<file path="config.mk">
export PLATFORM = sky130hd
export DESIGN_NAME = img_uart_sender_flat
export DESIGN_NICKNAME = d
export VERILOG_FILES = /design/src/rtl/img_uart_sender_if.sv /design/src/rtl/img_uart_sender.sv /design/src/flat_wrapper.sv
export SDC_FILE = /design/constraint.sdc
export NUM_CORES = 1
export LEC_CHECK = 0
export CORE_UTILIZATION = 28
export CTS_CLUSTER_DIAMETER = 50
export DETAILED_ROUTE_END_ITERATION = 10
export HOLD_SLACK_MARGIN = 0.15
export SYNTH_ARGS = -nofsm -noshare
export SYNTH_HDL_FRONTEND = slang
export SYNTH_SLANG_ARGS = --single-unit
</file>
<file path="constraint.sdc">
create_clock -name i_clk_sys -period 3.05 [get_ports i_clk_sys]
set_input_delay 0.915 -clock i_clk_sys [delete_from_list [all_inputs] [get_ports i_clk_sys]]
set_output_delay 0.915 -clock i_clk_sys [all_outputs]
set_load 0.05 [all_outputs]
</file>
<file path="src/rtl/img_uart_sender_if.sv">
// Handshake and RAM-read bundle for img_uart_sender.
// master: the sender side; slave: the host/RAM side.
interface img_uart_sender_if #(
  parameter int unsigned ADDR_W = 15,
  parameter int unsigned PIX_W  = 12
);
  logic              i_start;
  logic [ADDR_W-1:0] i_pix_total;
  logic [ADDR_W-1:0] o_ram_addr;
  logic              o_ram_rden;
  logic [PIX_W-1:0]  i_ram_dout;
  logic              o_tx;
  logic              o_busy;
  logic              o_done;

  modport master (
    input  i_start,
    input  i_pix_total,
    input  i_ram_dout,
    output o_ram_addr,
    output o_ram_rden,
    output o_tx,
    output o_busy,
    output o_done
  );

  modport slave (
    output i_start,
    output i_pix_total,
    output i_ram_dout,
    input  o_ram_addr,
    input  o_ram_rden,
    input  o_tx,
    input  o_busy,
    input  o_done
  );
endinterface

</file>
<file path="src/rtl/img_uart_sender.sv">
// Streams a stored RGB444 frame from RAM over a UART TX line (8N1): tag, pixel bytes, tag.
// Optional checksum byte before the trailer when IMG_TX_CHECKSUM_EN is defined.
module img_uart_sender #(
  parameter int unsigned CLK_FREQ  = 50_000_000,
  parameter int unsigned BAUD_RATE = 9600,
  parameter int unsigned ADDR_W    = 15,
  parameter int unsigned PIX_W     = 12,
  parameter logic [7:0]  FRAME_TAG = 8'h5A
) (
  input logic               i_clk_sys,
  input logic               i_rst,
  img_uart_sender_if.master bus
);

  localparam int unsigned BitCyc = CLK_FREQ / BAUD_RATE;
  localparam int unsigned CycW   = (BitCyc > 1) ? $clog2(BitCyc) : 1;
  localparam logic [CycW-1:0] CycLast = CycW'(BitCyc - 1);

  typedef enum logic [2:0] {
    StIdle  = 3'd0,
    StHdr   = 3'd1,
    StPixHi = 3'd2,
    StPixLo = 3'd3,
`ifdef IMG_TX_CHECKSUM_EN
    StCsum  = 3'd6,
`endif
    StTrl   = 3'd4,
    StDone  = 3'd5
  } state_e;

  state_e state_q, state_d;

  // Byte engine
  logic            tx_q;
  logic [8:0]      shreg_q;
  logic [CycW-1:0] cyc_q;
  logic [3:0]      bit_q;

  logic [ADDR_W-1:0] total_q, total_d;
  logic [ADDR_W-1:0] cnt_q, cnt_d;
  logic [ADDR_W-1:0] cnt_inc;
  logic [ADDR_W-1:0] addr_q;
  logic [ADDR_W-1:0] rd_addr;
  logic              rd_req;
  logic              rden_q;
  logic              cap_q;
  logic [PIX_W-1:0]  pix_q;

  logic       load;
  logic [7:0] load_byte;
  logic [7:0] pix_hi;
  logic [7:0] pix_lo;
  logic       busy;
  logic       byte_end;

`ifdef IMG_TX_CHECKSUM_EN
  logic [7:0] csum_q, csum_d;
`endif

  assign busy     = (state_q != StIdle) && (state_q != StDone);
  assign byte_end = busy && (cyc_q == CycLast) && (bit_q == 4'd9);
  assign cnt_inc  = cnt_q + ADDR_W'(1);
  assign pix_hi   = pix_q[PIX_W-1 -: 8];
  assign pix_lo   = {pix_q[3:0], 4'b0000};

  // Next-state: every byte transition loads the following byte at the same edge,
  // so there is never an idle gap between bytes of a frame.
  always_comb begin
    state_d   = state_q;
    total_d   = total_q;
    cnt_d     = cnt_q;
    load      = 1'b0;
    load_byte = FRAME_TAG;
    rd_req    = 1'b0;
    rd_addr   = cnt_inc;
`ifdef IMG_TX_CHECKSUM_EN
    csum_d    = csum_q;
`endif
    case (state_q)
      StIdle, StDone: begin
        state_d = StIdle;
        if (bus.i_start) begin
          state_d = StHdr;
          load    = 1'b1;
          total_d = bus.i_pix_total;
          cnt_d   = '0;
          // Pixel 0 is prefetched while the header goes out.
          rd_req  = (bus.i_pix_total != '0);
          rd_addr = '0;
`ifdef IMG_TX_CHECKSUM_EN
          csum_d  = 8'h00;
`endif
        end
      end
      StHdr: begin
        if (byte_end) begin
          load = 1'b1;
          if (total_q != '0) begin
            state_d   = StPixHi;
            load_byte = pix_hi;
`ifdef IMG_TX_CHECKSUM_EN
            csum_d    = csum_q ^ pix_hi;
`endif
          end else begin
`ifdef IMG_TX_CHECKSUM_EN
            state_d   = StCsum;
            load_byte = csum_q;
`else
            state_d   = StTrl;
`endif
          end
        end
      end
      StPixHi: begin
        if (byte_end) begin
          state_d   = StPixLo;
          load      = 1'b1;
          load_byte = pix_lo;
          rd_req    = (cnt_inc != total_q);
`ifdef IMG_TX_CHECKSUM_EN
          csum_d    = csum_q ^ pix_lo;
`endif
        end
      end
      StPixLo: begin
        if (byte_end) begin
          load  = 1'b1;
          cnt_d = cnt_inc;
          if (cnt_inc == total_q) begin
`ifdef IMG_TX_CHECKSUM_EN
            state_d   = StCsum;
            load_byte = csum_q;
`else
            state_d   = StTrl;
`endif
          end else begin
            state_d   = StPixHi;
            load_byte = pix_hi;
`ifdef IMG_TX_CHECKSUM_EN
            csum_d    = csum_q ^ pix_hi;
`endif
          end
        end
      end
`ifdef IMG_TX_CHECKSUM_EN
      StCsum: begin
        if (byte_end) begin
          state_d = StTrl;
          load    = 1'b1;
        end
      end
`endif
      StTrl: begin
        if (byte_end) begin
          state_d = StDone;
        end
      end
      default: state_d = StIdle;
    endcase
  end

  always_ff @(posedge i_clk_sys) begin
    if (i_rst) begin
      state_q <= StIdle;
      total_q <= '0;
      cnt_q   <= '0;
      addr_q  <= '0;
      rden_q  <= 1'b0;
      cap_q   <= 1'b0;
      pix_q   <= '0;
    end else begin
      state_q <= state_d;
      total_q <= total_d;
      cnt_q   <= cnt_d;
      rden_q  <= rd_req;
      cap_q   <= rden_q;
      if (rd_req) begin
        addr_q <= rd_addr;
      end
      // RAM data is valid the cycle after the strobe.
      if (cap_q) begin
        pix_q <= bus.i_ram_dout;
      end
    end
  end

`ifdef IMG_TX_CHECKSUM_EN
  always_ff @(posedge i_clk_sys) begin
    if (i_rst) begin
      csum_q <= 8'h00;
    end else begin
      csum_q <= csum_d;
    end
  end
`endif

  // Start bit is driven on load; shreg holds data LSB first followed by the stop bit.
  always_ff @(posedge i_clk_sys) begin
    if (i_rst) begin
      tx_q    <= 1'b1;
      shreg_q <= '0;
      cyc_q   <= '0;
      bit_q   <= '0;
    end else if (load) begin
      tx_q    <= 1'b0;
      shreg_q <= {1'b1, load_byte};
      cyc_q   <= '0;
      bit_q   <= '0;
    end else if (busy) begin
      if (cyc_q == CycLast) begin
        cyc_q <= '0;
        if (bit_q != 4'd9) begin
          bit_q   <= bit_q + 4'd1;
          tx_q    <= shreg_q[0];
          shreg_q <= {1'b1, shreg_q[8:1]};
        end
      end else begin
        cyc_q <= cyc_q + CycW'(1);
      end
    end else begin
      tx_q  <= 1'b1;
      cyc_q <= '0;
      bit_q <= '0;
    end
  end

  assign bus.o_tx       = tx_q;
  assign bus.o_busy     = busy;
  assign bus.o_done     = (state_q == StDone);
  assign bus.o_ram_rden = rden_q;
  assign bus.o_ram_addr = addr_q;

endmodule

</file>
<file path="src/flat_wrapper.sv">
// flat-port wrapper written by rule: the top's interface ports become plain ports
module img_uart_sender_flat 
#(
  parameter int unsigned CLK_FREQ  = 50_000_000,
  parameter int unsigned BAUD_RATE = 9600,
  parameter int unsigned ADDR_W    = 15,
  parameter int unsigned PIX_W     = 12,
  parameter logic [7:0]  FRAME_TAG = 8'h5A
)
  (i_clk_sys, i_rst, bus_i_start, bus_i_pix_total, bus_i_ram_dout, bus_o_ram_addr, bus_o_ram_rden, bus_o_tx, bus_o_busy, bus_o_done);
  img_uart_sender_if #(.ADDR_W(ADDR_W), .PIX_W(PIX_W)) bus_i ();
  input logic i_clk_sys;
  input logic i_rst;
  input wire logic [$bits(bus_i.i_start)-1:0] bus_i_start;
  input wire logic [$bits(bus_i.i_pix_total)-1:0] bus_i_pix_total;
  input wire logic [$bits(bus_i.i_ram_dout)-1:0] bus_i_ram_dout;
  output wire logic [$bits(bus_i.o_ram_addr)-1:0] bus_o_ram_addr;
  output wire logic [$bits(bus_i.o_ram_rden)-1:0] bus_o_ram_rden;
  output wire logic [$bits(bus_i.o_tx)-1:0] bus_o_tx;
  output wire logic [$bits(bus_i.o_busy)-1:0] bus_o_busy;
  output wire logic [$bits(bus_i.o_done)-1:0] bus_o_done;
  assign bus_i.i_start = bus_i_start;
  assign bus_i.i_pix_total = bus_i_pix_total;
  assign bus_i.i_ram_dout = bus_i_ram_dout;
  assign bus_o_ram_addr = bus_i.o_ram_addr;
  assign bus_o_ram_rden = bus_i.o_ram_rden;
  assign bus_o_tx = bus_i.o_tx;
  assign bus_o_busy = bus_i.o_busy;
  assign bus_o_done = bus_i.o_done;
  img_uart_sender #(.CLK_FREQ(CLK_FREQ), .BAUD_RATE(BAUD_RATE), .ADDR_W(ADDR_W), .PIX_W(PIX_W), .FRAME_TAG(FRAME_TAG)) u_core (.i_clk_sys(i_clk_sys), .i_rst(i_rst), .bus(bus_i));
endmodule
</file>
==> metrics.txt, run 1 <==
Die Area 16930 sq um; Max FO, Critical Path 8; GRT busiest layer met2; Power Total 2.657 mW; area grow syn2layout 25.37%; largest net degree at the start of global routing 30; worst min-delay path class flop to flop; status finished, final reports clean; unrepaired setup endpoints after global routing false; TritonCTS clock tree built; most numerous cell in the Yosys netlist dfxtp_1; antenna viol nets, final 0; post-synth top area share ~39%; initial core utilization 28.83%; clock-pin transition on the worst setup and hold timing paths approximately 70 ps; vias in the first global route around 3800; Ant. Diodes 0; GR Util met2 between 20% and 30%; hold buffer count at cts 0; Post-synth ARST share 0%; WL/cell 13.84 um; Skew-Pair Late Insertion Delay 340 ps; initial antenna violation count 0; ratio of cells with drive above 1 in the final layout under 10%; Psw between 0.6 and 0.7 mW; type of the worst setup path flop to flop; DR iter-0 viols ~240; nets@finish about 660; Achievable Freq between 300 and 400 MHz; internal power about 2 mW; pwr dens around 460 nW/um^2; synthesized cell area 4597 sq um; total track usage 14.92%; Synth Net Count between 600 and 700; Gate Count Post-Synth roughly 580; sequential element share of the synthesized area ~39%; endpoints failing hold 0; row count between 40 and 50; GP Congestion about 0.85; # setup viols final 0; Unique masters post-synth just under 70; top post-synthesis cells by count dfxtp_1 (89), nand2_1 (84), nor2_1 (76); Post-CTS Setup Bufs 0; H-tree depth 3; Pleak approximately 2.1 nW; via count roughly 4200; fin crit share between 90% and 100%; combinational power share ~8.6%; 1st-pass router iterations 4; Worst-Margin Slew approximately 730 ps; Vias/cell slightly below 5; Yosys warning total 0; I/O Buffers 48; Reg power frac between 40% and 50%; placed insts roughly 840; clock root cell clkbuf_16; DRC 0; Sw Ratio approximately a quarter; grt ovf 0; core box area 15940 sq um; max-cap violations 0; Clock Path Buffers 2; met3 usage approximately 1.5%; nature of the critical path startpoint flop; CP endpoint kind flop; DP HPWL a little under 9 mm; Top Ports approximately 50; first-pass GRT wire length roughly 20 mm; worst path arrival time roughly 3100 ps; minimum clock period after layout about 2800 ps; number of flops mapped to enable cells by yosys 0; Syn Area/Cell 7.995 sq um; #FFs+latches synth roughly 90; Die H around 130 um; met1 Usage GRT between 20 and 25%; final core utilization between 30 and 40%; WL final roughly 12 mm; Area contributors post-synth dfxtp_1 (39%), nand2_1 (6.9%), nor2_1 (6.2%); clk_skew 6.826 ps; Worst EP required around 3300 ps; Most used DFF post-synth dfxtp_1; Clock power frac between 40 and 50%; fillcell total 1683; CTS Buf Count 9; Finished Layout Cells 850; max_slew headroom between 50% and 60%; cell taking the most area after synthesis dfxtp_1; peak supply drop around 300 uV; chip width approximately 130 um; Slew Viols, Final 0; Sink Count 89
==> registers in the layout (all words and copies together) (netlist names) <==
name	flops
u_core.cap_q	1
u_core.bus.o_ram_addr	15
u_core.pix_q	12
u_core.bit_q	4
u_core.bus.o_ram_rden	1
u_core.shreg_q	9
u_core.total_q	15
u_core.cyc_q	13
u_core.state_q	3
u_core.cnt_q	15
u_core.bus.o_tx	1
==> timing repair <==
action / in CTS / in global routing
pin swaps: 0 / 0
resized for setup: 1 / 5
endpoints found under the setup margin: 1 / 24
endpoints found under the hold margin: 0 / 0
==> cell type report <==
| cell class | count | area [sq um] | area share, % |
|---|---|---|---|
| clock buffer | 11 | 242.7 | 4.212 |
| clock inverter | 4 | 76.32 | 1.324 |
| inverter | 13 | 48.80 | 0.8467 |
| multi-input combinational | 439 | 2646 | 45.92 |
| sequential | 89 | 1782 | 30.92 |
| tap | 216 | 270.3 | 4.690 |
| timing repair buffer | 78 | 696.9 | 12.09 |
==> power by group through the flow <==
stage	logic, mW	registers, mW	clock network, mW
2_1_floorplan	0.130	1.24	0
3_3_place_gp	0.228	1.25	0
3_5_place_dp	0.229	1.25	0
4_1_cts	0.229	1.22	1.23
5_1_grt	0.254	1.23	1.27
6_report	0.229	1.22	1.21
==> final timing paths <==
kind                             start                        end  slack [ps]  cells after the start
max                    u_core.cnt_q[0]          u_core.state_q[2]         230                      8
min          u_core.bus.o_ram_addr[13]  u_core.bus.o_ram_addr[13]         460                      2
max reg2reg            u_core.cnt_q[0]          u_core.state_q[2]         230                      8
min reg2reg  u_core.bus.o_ram_addr[13]  u_core.bus.o_ram_addr[13]         460                      2
==> worst max-delay path, cell delays in order, from the launching register on <==
cell and delay (ps):
dfxtp_1 310, ha_1 360, xnor2_1 160, o311ai_0 180, a2111oi_0 460, o2111ai_1 190
or4_4 640, or3_1 350, a21oi_2 110
==> kinds of logic after synthesis <==
group | synth area share (%)
flip-flops | 38.76
buffers and inverters | 4.300
AND/OR/NAND/NOR | 28.31
XOR/XNOR | 7.431
adder cells (fa/ha/maj) | 1.089
AO/OA/AOI/OAI | 14.02
multiplexers | 6.097
==> layout by cell type (no fill, tap or decap), types with 20 or more instances in the layout <==
cell / instances
clkdlybuf4s50_1: 45
nand3_1: 20
o21ai_0: 26
buf_4: 31
dfxtp_1: 89
nand2_1: 84
xor2_1: 24
mux2i_1: 28
nor2_1: 75
a21oi_1: 39
==> metal layers <==
metal  share of wire [%]  routed length (um)  vias up
met2                  43                5021       99
li1                    -                   -     2132
met4                 1.6                 185        0
met3                 3.7                 434       12
met5                   0                   0        -
met1                  52                6126     1950
==> through the flow <==
step / setup TNS [ps] / hold slack, ps / worst slack (ps) / cell area (sq um)
floorplan: 0 / 425.4 / 128.6 / 4597
global placement: -2743 / 444.1 / -194.2 / 5421
detailed placement: -3590 / 447.3 / -260.8 / 5421
CTS: 0 / 462.3 / 41.73 / 5739
global route: 0 / 479.9 / 51.41 / 5763
finish: 0 / 457.1 / 229.8 / 5763
No activity file was read; power rests on OpenSTA's default activity.
==> run 2: changes to the inputs <==
- clock period: 3.05 -> 3.34 ns (I/O delays scaled with it)
==> run 2 against run 1 <==
Die area unchanged. Via count decreased by 1.3%. Utilization fell by 0.84 points. Cell area down 2.3%. Routed wire length is 1.4% lower. Worst hold slack improved by 0.83 ps. Combinational power fell by 12%. First-iteration DRC count is 18% higher. Flip-flop and latch count did not move. Critical endpoint is now bus_o_done. Power down 13%. Critical path type is now flop to output pin.
==> metrics.txt, run 2 (same netlist as run 1, synthesis figures left out) <==
crit path launch u_core.state_q[2]; Worst-Margin Slew 694.7 ps (-33.06 ps); nature of the critical path startpoint flop; endpoints failing hold 0 (unchanged); Reg power frac 48.1% (+2.1 points); clk_skew 8.709 ps (+1.883 ps); Skew-Pair Late Insertion Delay 340 ps (about the same); fin crit share a little over nine tenths; core box area 15940 sq um (unchanged); Clock Path Buffers 2 (unchanged); Critical Path End bus_o_done; largest net degree at the start of global routing 26 (-13%); worst r2r src u_core.cnt_q[1]; TritonCTS clock tree built; CP endpoint kind output pin; r2r worst-path depth 8 (unchanged); worst path arrival time 2240 ps (-860 ps); worst min-delay path class flop to flop; Pleak 2.062 nW (-3.8%); Vias/cell 4.952 (+0.39%); max-cap violations 0 (unchanged); DR iter-0 viols 283 (+18%); most common cell after layout, fill and taps aside dfxtp_1; Psw 0.5485 mW (-12%); Die Area 16930 sq um (unchanged); # setup viols final 0 (unchanged); Worst EP required 2340 ps (-990 ps); most frequent cells in the layout dfxtp_1 (89), nand2_1 (84), nor2_1 (75), clkdlybuf4s50_1 (47), a21oi_1 (40); via count 4140 (-1.3%); internal power 1.775 mW (-13%); Sw Ratio 23.61% (+0.22 points); Max FO, Critical Path 8 (unchanged); minimum clock period after layout 3244 ps; max_slew headroom 53.58% (+2.2 points); clock-pin transition on the worst setup and hold timing paths 70 ps (about the same); 1st-pass router iterations 5 (+1); H-tree depth 3 (unchanged); first-pass GRT wire length 19.23 mm (-2.8%); WL/cell 13.88 um (+0.26%); Slew Viols, Final 0 (unchanged); total track usage 14.26% (-0.66 points); Clock power frac 43.2% (-2.2 points); Post-CTS Setup Bufs 0 (unchanged); status finished, final reports clean; combinational power share 8.7% (about the same); nets@finish 650 (-2.1%); initial core utilization 28.83% (unchanged); chip width 130.1 um (unchanged); DRC 0 (unchanged); final core utilization 35.31% (-0.84 points); unrepaired setup endpoints after global routing false; CTS Buf Count 9 (unchanged); Sink Count 89 (unchanged); peak supply drop 195.8 uV (-35%); type of the worst setup path flop to output pin; antenna viol nets, final 0 (unchanged); ratio of cells with drive above 1 in the final layout 7.581% (-2.4 points); pwr dens 412.7 nW/um^2 (-10%); vias in the first global route 3804 (+0.90%); WL final 11.60 mm (-1.4%); Achievable Freq a little over 300 MHz; hold buffer count at cts 0 (unchanged); DP HPWL 8.442 mm (-2.4%); Worst R2R Setup Slack 300 ps (+70 ps); I/O Buffers 48 (unchanged); GP Congestion 0.9167 (+8.1%); row count 46 (unchanged); R2R Path End u_core.state_q[2]; initial antenna violation count 0 (unchanged); grt ovf 0 (unchanged); Die H 130.1 um (unchanged); area grow syn2layout 22.46%; Fin Setup TNS 0 ps (unchanged); Top Ports 49 (unchanged); hold_ws 457.9 ps (+0.8350 ps); clock root cell clkbuf_16; Ant. Diodes 0 (unchanged)
run 2: cell types whose count changed in the layout (fill, tap and decap cells not counted), sizes merged:
cell,before,now
clkinv,1,4
clkbuf,11,10
bufinv,2,1
inv,13,12
clkdlybuf4s50,45,47
buf,32,17
dlygate4sd2,1,0
run 2: routing by layer:
metal	track usage (%)	share of wire (%)
met5	0	0
met2	21.18	42
met1	20.64	52
met3	1.927	3.6
met4	5.609	1.9
run 2: worst min path at each step:
stage	from	endpoint	slack, ps	depth (start not counted)
after global placement	u_core.shreg_q[4]	u_core.shreg_q[4]	440	2
after CTS	u_core.bus.o_ram_addr[2]	u_core.bus.o_ram_addr[2]	460	2
after detailed placement	u_core.shreg_q[4]	u_core.shreg_q[4]	450	2
after global routing	u_core.bus.o_ram_addr[7]	u_core.bus.o_ram_addr[7]	480	2
final	u_core.bus.o_ram_addr[7]	u_core.bus.o_ram_addr[7]	460	2
after floorplan	u_core.shreg_q[4]	u_core.shreg_q[4]	430	2
run 2: repair_timing:
item                                    4_1_cts  5_1_grt
endpoints found under the setup margin        0       18
hold endpoints to repair                      0        0
resized for setup                             0        3
run 2: metrics by stage:
step | power (mW) | setup slack [ps] | instances | area, sq um
2_1_floorplan | 1.253 | 418.6 | 575 | 4597
3_3_place_gp | 1.342 | 283.0 | 821 | 5319
3_5_place_dp | 1.341 | 199.3 | 821 | 5319
4_1_cts | 2.359 | 122.0 | 836 | 5614
5_1_grt | 2.417 | 4.691 | 836 | 5629
6_report | 2.323 | 96.36 | 836 | 5629
run 2: final cells by class:
| cell class | count | area (sq um) |
|---|---|---|
| clock buffers | 10 | 239.0 |
| fillers | 1685 | 10310 |
| inverters | 13 | 48.80 |
| well taps | 216 | 270.3 |
| multi-input cells | 439 | 2638 |
| clock inverters | 5 | 56.30 |
| repair buffers | 64 | 595.6 |
| flip-flops and latches | 89 | 1782 |
run 2: power by group through the flow:
stage          clock, mW  sequential (mW)  combinational, mW
3_5_place_dp           0             1.14              0.200
6_report            1.00             1.12              0.201
4_1_cts             1.04             1.12              0.201
3_3_place_gp           0             1.14              0.201
5_1_grt             1.07             1.12              0.224
2_1_floorplan          0             1.13              0.119
run 2: worst max-delay path, cell delays in order, from the launching register on:
cell and delay (ps):
dfxtp_1 520, inv_1 230, nor3_1 290, clkdlybuf4s50_1 870
==> run 3: changes to the inputs <==
- CELL_PAD_IN_SITES_DETAIL_PLACEMENT: not set -> 0
- CELL_PAD_IN_SITES_GLOBAL_PLACEMENT: not set -> 1
- CORE_MARGIN: not set -> 5
- PLACE_DENSITY_LB_ADDON: not set -> 0.1
==> run 3 against run 2 <==
Worst hold slack better by 4.7 ps. Routed wire length up 14%. Combinational power about the same. Global-route usage down 0.46 points. Flip-flop and latch count unchanged. Count of clock-buffer cells in the layout unchanged. Final cell count up 0.72%. Sequential share of layout area down 0.25 points. Setup slack better by 83 ps. Register-to-register slack better by 30 ps. Via count up 1.1%. Power up 1.9%.
==> metrics.txt, run 3 (same netlist as run 1, synthesis figures left out) <==
Worst Hold End u_core.bus.o_ram_addr[10]; Final Cell Area 5674 sq um (+0.80%); Skew-Pair Late Insertion Delay 350 ps (about the same); largest net degree at the start of global routing 31 (+19%); r2r worst-path depth 8 (unchanged); WP buf/inv 2 (unchanged); Clock power frac 44.1% (+0.9 points); most frequent cells in the layout dfxtp_1 (89), nand2_1 (84), nor2_1 (76), clkdlybuf4s50_1 (47), a21oi_1 (40); nets@finish 655 (+0.77%); Worst Min Path Start u_core.bus.o_ram_addr[10]; GP Congestion 0.8346 (-9.0%); initial antenna violation count 0 (unchanged); register area 1782 sq um (unchanged); status finished, final reports clean; initial core utilization 28.73% (-0.10 points); Vias/cell 4.971 (+0.39%); unrepaired setup endpoints after global routing false; fin crit share 94.63% (-2.5 points); H-tree depth 3 (unchanged); ratio of cells with drive above 1 in the final layout 8.307% (+0.73 points); worst path arrival time 2160 ps (-80 ps); DRC 0 (unchanged); peak supply drop 211.6 uV (+8.1%); pwr dens 417.1 nW/um^2 (+1.1%); Multi-input gate area 2635 sq um (about the same); type of the worst setup path flop to output pin; Top Ports 49 (unchanged); R2R Path End u_core.state_q[2]; Worst R2R Setup Slack 330 ps (+30 ps); crit-path max cell delay 860 ps (about the same); minimum clock period after layout 3161 ps (-83.08 ps); Clock Path Buffers 2 (unchanged); Worst-Margin Slew 725.7 ps (+31.04 ps); Sw Ratio 24.73% (+1.1 points); clk_skew 6.282 ps (-2.426 ps); Finished Layout Cells 842 (+0.72%); CTS Buf Count 9 (unchanged); worst r2r src u_core.cnt_q[1]; I/O Buffers 48 (unchanged); Psw 0.5852 mW (+6.7%); Min-Delay Path Depth 2 (unchanged); antenna viol nets, final 0 (unchanged); core box area 16000 sq um (+0.36%); Worst path top cell family by delay buffers and inverters; CP endpoint kind output pin; Slew Viols, Final 0 (unchanged); clock root cell clkbuf_16; max-cap violations 0 (unchanged); # setup viols final 0 (unchanged); fillcell total 1746 (+3.6%); WL/cell 15.69 um (+13%); internal power 1.782 mW (+0.39%); chip width 138.1 um (+6.1%); grt ovf 0 (unchanged); max_slew headroom 51.50% (-2.1 points); Worst EP required 2340 ps (about the same); vias in the first global route 4044 (+6.3%); DP HPWL 10.02 mm (+19%); CP max stage cell clkdlybuf4s50_1; worst min-delay path class flop to flop; placed cell area 5356 sq um (+0.71%); final core utilization 35.46% (+0.15 points); Achievable Freq 316.4 MHz (+2.6%); most common cell after layout, fill and taps aside dfxtp_1; Fin Setup TNS 0 ps (unchanged); Die Area 19080 sq um (+13%); Max FO, Critical Path 8 (unchanged); first-pass GRT wire length 21.68 mm (+13%); via count 4186 (+1.1%); Die H 138.1 um (+6.1%); hold buffer count at cts 0 (unchanged); hold_ws 462.7 ps (+4.731 ps); Ant. Diodes 0 (unchanged); crit path cell chain inv_1 -> nor3_1 -> clkdlybuf4s50_1; placed insts 826 (+0.61%); endpoints failing hold 0 (unchanged); total track usage 13.80% (-0.46 points); combinational power share 8.6% (about the same); 1st-pass router iterations 4 (-1); WL final 13.21 mm (+14%); nature of the critical path startpoint flop; Pleak 2.083 nW (+1.0%); DR iter-0 viols 195 (-31%); area grow syn2layout 23.43%; clock-pin transition on the worst setup and hold timing paths 60 ps (about the same); Sink Count 89 (unchanged); row count 46 (unchanged); crit path launch u_core.state_q[0]; TritonCTS clock tree built; Reg power frac 47.3% (-0.8 points)
-- run 3: changes by cell type in the layout (fill, tap and decap cells not counted), sizes merged --
cell      delta
buf          +5
clkinv       -2
clkinvlp     +2
inv          +1
-- run 3: how the worst max path moves through the flow --
stage	endpoint	slack (ps)	cells past startpoint
4_1_cts	bus_o_busy	170	4
3_3_place_gp	u_core.bus.o_ram_addr[11]	270	8
2_1_floorplan	u_core.bus.o_ram_addr[10]	420	12
5_1_grt	bus_o_busy	40	4
3_5_place_dp	u_core.bus.o_ram_addr[0]	180	8
6_report	bus_o_done	180	3
-- run 3: tightest hold or removal path: stages (launching register included) --
cell and delay [ps]:
dfxtp_1 310, nand2_1 50, mux2i_1 60
-- run 3: power by group through the flow --
stage	combinational (mW)	clock [mW]	sequential [mW]
after floorplan	0.119	0	1.13
after global placement	0.206	0	1.14
after detailed placement	0.206	0	1.14
after CTS	0.206	1.09	1.12
after global routing	0.226	1.13	1.12
final	0.204	1.04	1.12
-- run 3: per-layer routing --
layer / GRT usage (%) / vias to the layer above / routed length (um)
met5: 0 / - / 0
met4: 4.836 / 0 / 252
met3: 2.345 / 22 / 695
met2: 20.12 / 86 / 5490
met1: 20.41 / 1965 / 6773
li1: - / 2113 / -
-- run 3: timing repair --
action	4_1_cts	5_1_grt
buffers inserted	0	0
endpoints found under the setup margin	0	15
gates resized for setup	0	2
-- run 3: layout make-up --
class | instances | area share [%]
clock buffer | 10 | 4.212
clock inverter | 6 | 1.169
inverter | 13 | 0.8600
multi-input combinational | 439 | 46.44
sequential | 89 | 31.40
tap | 216 | 4.763
timing repair buffer | 69 | 11.16
-- run 3: through the flow --
stage	setup slack [ps]	power [mW]
floorplan	418.6	1.253
global placement	267.4	1.349
detailed placement	177.3	1.349
CTS	169.1	2.412
global route	43.52	2.479
finish	179.4	2.367
